==> src/rtl/board_reveal_engine.sv <==
// board_reveal_engine: minesweeper reveal/flag command engine over the board RAM; define BOARD_FLOOD_FILL_EN for zero-region flood fill
module board_reveal_engine #(
    parameter int N = 8,
    localparam int AW = $clog2(N*N),
    localparam int RW = $clog2(N)
) (
    input  logic          clk,
    input  logic          rst,
    input  logic          new_game,
    input  logic [7:0]    bomb_count,
    input  logic          cmd_valid,
    output logic          cmd_ready,
    input  logic          cmd_op,
    input  logic [RW-1:0] cmd_row,
    input  logic [RW-1:0] cmd_col,
    output logic [AW-1:0] mem_addr,
    output logic          mem_rd,
    input  logic [8:0]    mem_rdata,
    output logic          mem_we,
    output logic [8:0]    mem_wdata,
    output logic          done,
    output logic [1:0]    result,
    output logic [6:0]    revealed_count,
    output logic [6:0]    flag_count,
    output logic          game_over,
    output logic          win
);
    typedef enum logic [2:0] {IDLE, FETCH, EVAL, POP, NB_RD, NB_EVAL, FIN, OVER} state_t;
    localparam logic [1:0] RES_OK = 2'd0, RES_IGN = 2'd1, RES_BOMB = 2'd2;
    state_t state_q, state_d;
    logic op_q, op_d, rd_q, rd_d, ready_q, ready_d, done_q, done_d, over_q, over_d, win_q, win_d;
    logic [AW-1:0] addr_q, addr_d;
    logic [1:0] res_q, res_d;
    logic [6:0] rev_q, rev_d, flg_q, flg_d;
    logic [7:0] bombs_q, bombs_d;
    logic we, rv, fl, bm;
    logic [8:0] wdata;
    assign rv = mem_rdata[6];
    assign fl = mem_rdata[7];
    assign bm = mem_rdata[5];
`ifdef BOARD_FLOOD_FILL_EN
    logic [AW-1:0] stk [N*N];
    logic [AW:0] sp_q, sp_d;
    logic [AW-1:0] p_q, p_d, ctr, nb_addr;
    logic [2:0] nb_q, nb_d, nxt;
    logic push, have;
    function automatic int dro(input int i);
        return i < 3 ? -1 : (i < 5 ? 0 : 1);
    endfunction
    function automatic int dco(input int i);
        return (i == 0 || i == 3 || i == 5) ? -1 : ((i == 1 || i == 6) ? 0 : 1);
    endfunction
    // lowest in-board neighbour direction at or after the scan position; off-board ones cost no cycles
    always_comb begin
        int r, c, start;
        ctr = state_q == POP ? stk[sp_q[AW-1:0] - AW'(1)] : p_q;
        r = int'(ctr) / N;
        c = int'(ctr) % N;
        start = state_q == POP ? 0 : int'(nb_q) + 1;
        nxt = '0;
        have = 1'b0;
        for (int i = 7; i >= 0; i--)
            if (i >= start && r + dro(i) >= 0 && r + dro(i) < N && c + dco(i) >= 0 && c + dco(i) < N) begin
                nxt = 3'(i);
                have = 1'b1;
            end
        nb_addr = AW'((r + dro(int'(nxt))) * N + c + dco(int'(nxt)));
    end
    always_ff @(posedge clk)
        if (push) stk[sp_q[AW-1:0]] <= addr_q;
`endif
    always_comb begin
        state_d = state_q;
        op_d = op_q;
        addr_d = addr_q;
        rd_d = 1'b0;
        done_d = 1'b0;
        over_d = over_q;
        win_d = win_q;
        res_d = res_q;
        rev_d = rev_q;
        flg_d = flg_q;
        bombs_d = bombs_q;
        we = 1'b0;
        wdata = '0;
`ifdef BOARD_FLOOD_FILL_EN
        sp_d = sp_q;
        p_d = p_q;
        nb_d = nb_q;
        push = 1'b0;
`endif
        if (new_game && (state_q == IDLE || state_q == OVER)) begin
            state_d = IDLE;
            rev_d = '0;
            flg_d = '0;
            over_d = 1'b0;
            win_d = 1'b0;
            bombs_d = bomb_count;
        end else begin
            case (state_q)
                IDLE: if (cmd_valid && ready_q) begin
                    op_d = cmd_op;
                    addr_d = AW'(int'(cmd_row) * N + int'(cmd_col));
                    rd_d = 1'b1;
                    state_d = FETCH;
                end
                FETCH: state_d = EVAL;
                EVAL: begin
                    state_d = FIN;
                    res_d = RES_IGN;
                    if (op_q && !rv) begin
                        we = 1'b1;
                        wdata = mem_rdata ^ 9'h080;
                        flg_d = fl ? flg_q - 7'd1 : flg_q + 7'd1;
                        res_d = RES_OK;
                    end else if (!op_q && !rv && !fl) begin
                        we = 1'b1;
                        wdata = mem_rdata | 9'h040;
                        over_d = bm;
                        res_d = bm ? RES_BOMB : RES_OK;
                        rev_d = bm ? rev_q : rev_q + 7'd1;
`ifdef BOARD_FLOOD_FILL_EN
                        if (!bm && mem_rdata[3:0] == 4'd0) begin
                            push = 1'b1;
                            sp_d = sp_q + (AW+1)'(1);
                            state_d = POP;
                        end
`endif
                    end
                end
`ifdef BOARD_FLOOD_FILL_EN
                POP: begin
                    sp_d = sp_q - (AW+1)'(1);
                    p_d = ctr;
                    nb_d = nxt;
                    addr_d = have ? nb_addr : addr_q;
                    rd_d = have;
                    state_d = have ? NB_RD : (sp_d != '0 ? POP : FIN);
                end
                NB_RD: state_d = NB_EVAL;
                NB_EVAL: begin
                    if (!rv && !fl && !bm) begin
                        we = 1'b1;
                        wdata = mem_rdata | 9'h040;
                        rev_d = rev_q + 7'd1;
                        push = mem_rdata[3:0] == 4'd0;
                        sp_d = push ? sp_q + (AW+1)'(1) : sp_q;
                    end
                    nb_d = nxt;
                    addr_d = have ? nb_addr : addr_q;
                    rd_d = have;
                    state_d = have ? NB_RD : (sp_d != '0 ? POP : FIN);
                end
`endif
                FIN: state_d = (over_q || win_q) ? OVER : IDLE;
                OVER: state_d = OVER;
                default: state_d = IDLE;
            endcase
        end
        if (state_d == FIN) begin
            done_d = 1'b1;
            win_d = win_q | (!over_d && {1'b0, rev_d} == 8'(N*N) - bombs_q);
        end
        ready_d = state_d == IDLE;
    end
    always_ff @(posedge clk or posedge rst) begin
        if (rst) begin
            state_q <= IDLE;
            op_q <= 1'b0;
            addr_q <= '0;
            rd_q <= 1'b0;
            ready_q <= 1'b0;
            done_q <= 1'b0;
            over_q <= 1'b0;
            win_q <= 1'b0;
            res_q <= '0;
            rev_q <= '0;
            flg_q <= '0;
            bombs_q <= '0;
`ifdef BOARD_FLOOD_FILL_EN
            sp_q <= '0;
            p_q <= '0;
            nb_q <= '0;
`endif
        end else begin
            state_q <= state_d;
            op_q <= op_d;
            addr_q <= addr_d;
            rd_q <= rd_d;
            ready_q <= ready_d;
            done_q <= done_d;
            over_q <= over_d;
            win_q <= win_d;
            res_q <= res_d;
            rev_q <= rev_d;
            flg_q <= flg_d;
            bombs_q <= bombs_d;
`ifdef BOARD_FLOOD_FILL_EN
            sp_q <= sp_d;
            p_q <= p_d;
            nb_q <= nb_d;
`endif
        end
    end
    assign cmd_ready = ready_q;
    assign mem_addr = addr_q;
    assign mem_rd = rd_q;
    assign mem_we = we;
    assign mem_wdata = wdata;
    assign done = done_q;
    assign result = res_q;
    assign revealed_count = rev_q;
    assign flag_count = flg_q;
    assign game_over = over_q;
    assign win = win_q;
endmodule

==> config.mk <==
export PLATFORM = sky130hd
export DESIGN_NAME = board_reveal_engine
export DESIGN_NICKNAME = d
export VERILOG_FILES = /design/src/rtl/board_reveal_engine.sv
export SDC_FILE = /design/constraint.sdc
export NUM_CORES = 1
export LEC_CHECK = 0
export BUFFER_PORTS_ARGS = -buffer_cell sky130_fd_sc_hd__buf_2
export CAP_MARGIN = 15
export CORE_ASPECT_RATIO = 0.5
export CORE_MARGIN = 2
export CORE_UTILIZATION = 55
export DETAILED_ROUTE_END_ITERATION = 10
export HOLD_SLACK_MARGIN = 0.15
export PLACE_DENSITY = 0.84
export SETUP_SLACK_MARGIN = 0.5
export SLEW_MARGIN = 20
export SYNTH_ARGS = -nofsm -noshare
export SYNTH_HDL_FRONTEND = slang
export SYNTH_SLANG_ARGS = --single-unit
==> constraint.sdc <==
create_clock -name clk -period 6 [get_ports clk]
set_input_delay 0.3 -clock clk [delete_from_list [all_inputs] [get_ports clk]]
set_output_delay 0.3 -clock clk [all_outputs]
set_load 0.1 [all_outputs]
# [Word-level counts from Yosys, hierarchy flattened]
# Cells that the tools add are included.
# Widths: inputs -> output; s select.
[totals] inputBits=28 word_cells=80 output_inout_bits=37 ff_bits=39
[classes] n_reduce_logical=20 addsub=5 muxes=34 eq_ne=6 n_bitwise=3
[op_table] cell="$mux 7" n=9
[op_table] cell="$mux 9" n=4
[op_table] cell="$pmux 3 s5" n=1
[op_table] cell="$add 7x1->7 const B" n=2
[op_table] cell="$mux 1" n=14
[op_table] cell="$eq 3x3->1 const B" n=3
[op_table] cell="$mux 3" n=3
[op_table] cell="$eq 7x8->1" n=1
[op_table] cell="$sub 7x8->8 const A" n=1
[op_table] cell="$sub 7x1->7 const B" n=1
[op_table] cell="$add 6x3->6" n=1
[op_table] cell="$logic_and 1x1->1" n=6
[op_table] cell="$logic_not 3->1" n=2
[op_table] cell="$mux 2" n=3
[op_table] cell="$reduce_bool 2->1" n=3
[op_table] cell="$logic_not 1->1" n=4
[op_table] cell="$reduce_and 2->1" n=2
[op_table] cell="$eq 3x1->1 const B" n=1
[op_table] cell="$eq 3x2->1 const B" n=1
[op_table] cell="$reduce_and 3->1" n=1
[op_table] cell="$logic_or 1x1->1" n=2
[op_table] cell="$not 1->1" n=2
[op_table] cell="$or 1x1->1" n=1

# [Longest topological paths before layout]
[depth] depth_word=11 depth_mapped=8 ltp_nobuf=8

# [Least setup slack after synthesis]
# OpenSTA, ideal clock, no wires.
[synth_path] path_type="reg2out" from="register state_q[2]" to="output port mem_wdata[0]" setup_slack_ns=2.154 stages_incl_launch_ff=7 path_buffers=1 required_ns=5.700 arrival_time_ns=3.546 path_cell_list="dfrtp_1 > or3b_1 > buf_4 > or2_2 > inv_1 > nor2_1 > nor2b_1"
[synth_between] elab_chain_cells=4 word_cells_on_any_way=7 cone_classes="eq/ne (2); mux (2); reduce/logical (3)"
[synth_rtl] element="start: declaration" line="30" text="state_t state_q, state_d;"
[synth_rtl] element="start signal: assignment" line="186" text="state_q <= state_d;"
[synth_rtl] element="$eq 3x3->1 / $logic_not 3->1 (equally long branches)" line="92" text="if (new_game && (state_q == IDLE || state_q == OVER)) begin"
[synth_rtl] element="$logic_or 1x1->1" line="92"
[synth_rtl] element="$logic_and 1x1->1" line="92"
[synth_rtl] element="$mux 9 *" line="92"
[synth_rtl] element="end: declaration" line="20" text="output logic [8:0] mem_wdata,"
# Mark *: on every way between the ends. The rest lies on a longest branch, timed or not.

# [Worst setup path after layout]
[layout_path] from="register state_q[2]" to="output port mem_wdata[2]"
# Same word-level chain as after synthesis.

==> flow_metrics.py <==
metrics = {
    "outcome": {
        "status": "finished, final reports clean",
    },
    "floorplanning": {
        "core_area_um2": 3860,
        "start_util": 0.567,
        "die_w_um": 93.3,
        "rows": 16,
        "fp.dieH_um": 48.6,
        "dieArea_um2": 4530,
        "top_level_ports": 65,
    },
    "synth": {
        "synth_nets": 251,
        "yosys-top-cells-count": "39 x dfrtp_1, 17 x nor2_1, 16 x nand2_1",
        "yosysUniqueCellTypes": 50,
        "synthFlopType": "dfrtp_1",
        "synth.top_cell.area_share": 0.445,
        "ys_ff_latch": 39,
        "synthTopCellsByArea": "dfrtp_1 45%, mux2_2 6.2%, ha_1 4.0%, xnor2_1 4.0%, nor2_1 2.9%",
        "asyncSetResetFlopFracSynth": 1.00,
        "yosysMostFrequentCell": "dfrtp_1",
        "ys_seq_area_frac": 0.445,
        "ys_warn_count": 0,
        "syn_avg_cell_area_um2": 10.2,
        "synth_edf_count": 0,
        "syn_inst": 215,
        "syn-cell-area_um2": 2190,
        "yosys.area.top_type": "dfrtp_1",
    },
    "clock_network": {
        "numCtsBuffers": 5,
        "path_clk_slew_ps": 70,
        "htreeDepth": 2,
        "cts_sinks": 39,
        "cts_tree": "done",
        "clk_latency_ps": 300,
        "clk_path_buf_depth": 2,
        "cts_root_buffer": "clkbuf_8",
        "post_cts_buffers": 0,
    },
    "setup_path": {
        "worst-path-stages": 6,
        "worst_ep_arrival_time_ps": 2540,
        "path_cells": "or3b_1 > or2_2 > inv_1 > nor2_1 > nor2b_1 > buf_2",
        "critical_path_required_ps": 5700,
        "start_kind": "flip-flop",
        "path_class": "reg2out",
        "worstSetupEndpointType": "primary output",
        "slowest_stage": "or3b_1",
        "reg2reg_slack_ps": 3300,
        "slowest_delay_ps": 560,
        "r2r_cells": 5,
        "crit_buf_inv": 2,
        "cp_max_fo": 9,
        "cp_top_family": "simple AND/OR/NAND/NOR gates",
    },
    "detailed_routing": {
        "drc": 0,
        "dr.pass1.iters": 6,
        "drt_iter0_markers": 88,
        "via_count": 1870,
        "antenna_left": 0,
        "wl_mm": 4.76,
        "viasPerCell": 5.52,
        "wire_per_inst_um": 14.0,
    },
    "sta": {
        "min_period_over_period": 0.474,
        "setup_ws_ps": 3160,
        "rsz0062_at_grt": "no",
        "hold_viol_final": 0,
        "post-route-min-period_ps": 2840,
        "setup_tns_ps": 0,
        "skew_ps": 7.26,
        "worst_pin_slew_ps": 829,
        "setup_viol": 0,
        "fmax_ghz": 0.352,
        "maxSlewHeadroom": 0.446,
        "drv_slew": 0,
    },
    "global_routing": {
        "grt_pass1_wl_mm": 8.07,
        "antenna_found_initial": 0,
        "grt_usage": 0.226,
        "grt_max_degree": 40,
        "grt_pass1_vias": 1891,
        "overflow": 0,
    },
    "placed_design": {
        "dp_hpwl_mm": 3.58,
        "preCtsSetupSlack_ps": 3300,
        "post-place-cells": 330,
        "port_buffers": 64,
        "gp_congestion": 0.887,
    },
    "power": {
        "p_sw_mw": 0.785,
        "max-vdd-ir-drop_uv": 418,
        "comb_power_share": 0.555,
        "finalPower_mw": 1.48,
        "sw_frac_of_total": 0.530,
        "p_clk_frac": 0.156,
        "p_per_area_nw_per_um2": 550,
        "p_seq_frac": 0.289,
        "p_leak_nw": 1.32,
        "p_int_mw": 0.696,
    },
    "cells_and_area": {
        "syn_to_final_growth_pct": 23.0,
        "diodes": 0,
        "stdcell_count": 339,
        "drive_gt1_frac": 0.319,
        "final_util": 0.698,
        "nFillCells": 309,
        "finalNetCount": 320,
    },
    "min_path": {
        "hold_depth": 3,
        "hold_path.class": "in2reg",
    },
    "run": {
        "drv_cap": 0,
    },
}
[cells in the final DEF, fill, tap and decap left out, types with 3 or more instances in the layout]
master and instances:
buf_2 64, dfrtp_1 39, nor2_1 17, nand2_1 16, inv_1 14, o21ai_0 12
mux2_2 12, nor2b_1 10, xnor2_1 10, nand3_1 7, ha_1 7, a21oi_1 6
clkbuf_8 6, xor2_1 5, or4_1 4, nor4_1 4, mux2i_1 4, or3_1 3
nand3b_1 3, o211ai_1 3
[kinds of logic (layout without fill, tap and decap cells)]
kind of cell / count (synthesis) / count (layout) / share of synthesized area
and+or+nand+nor: 77 / 77 / 0.196
DFF: 39 / 39 / 0.445
AOI/OAI and AO/OA: 41 / 41 / 0.135
xor gates and xnor gates: 15 / 15 / 0.0600
muxes: 16 / 16 / 0.0800
adders and majority gates: 8 / 8 / 0.0491
buffers and inverters: 19 / 89 / 0.0343
[power groups by stage]
| stage | clock (mW) | combinational [mW] | sequential, mW |
|---|---|---|---|
| finish | 0.231 | 0.822 | 0.429 |
| global route | 0.241 | 0.873 | 0.446 |
| CTS | 0.232 | 0.825 | 0.429 |
| detailed placement | 0 | 0.823 | 0.433 |
| global placement | 0 | 0.807 | 0.425 |
| floorplan | 0 | 0.356 | 0.759 |
[sequential cells by signal, indices dropped and copies added, names as in the netlist]
| signal | count |
|---|---|
| bombs_q | 8 |
| done | 1 |
| win | 1 |
| revealed_count | 7 |
| cmd_ready | 1 |
| mem_rd | 1 |
| result | 2 |
| game_over | 1 |
| flag_count | 7 |
| state_q | 3 |
| mem_addr | 6 |
| op_q | 1 |
[metrics by stage]
step	hold WS, ps	instance area, um^2
global placement	439	2570
global route	222	2700
floorplan	417	2190
finish	201	2700
CTS	202	2700
detailed placement	445	2570
[cell type report]
type,instances,area (um^2),area share
timing repair buffer,66,338,0.125
clock buffer,6,82.6,0.0306
multi-input combinational,157,1140,0.423
inverter,15,56.3,0.0209
tap,54,67.6,0.0251
clock inverter,2,35.0,0.0130
sequential,39,976,0.362
[layer usage]
layer  vias up  part of all wire  global-route usage
li1        914                 -                   -
met4         0             0.011              0.0784
met1       908              0.45               0.278
met2        41              0.49               0.390
met3         7             0.048              0.0545
met5         -                 0                   0
[final timing paths]
kind,start,to
setup / recovery,state_q[2],mem_wdata[2]
hold / removal,bomb_count[0],bombs_q[0]
setup reg to reg,state_q[2],flag_count[6]
hold reg to reg,result[0],result[0]
max in group asynchronous,rst,state_q[2]
min in group asynchronous,rst,flag_count[4]
[what timing repair did]
action	4_1_cts	5_1_grt
hold buffers	1	0
gates resized for setup	0	0
endpoints found under the hold margin	39	0
endpoints found under the setup margin	0	0
[worst reg2reg max path, stage by stage (launching register included)]
cell and delay, ps:
dfrtp_1 430, or4b_2 780, nand2_1 660, nor2_1 290, a41o_1 280, a21o_1 170
Power figures use the tool's default switching activity.
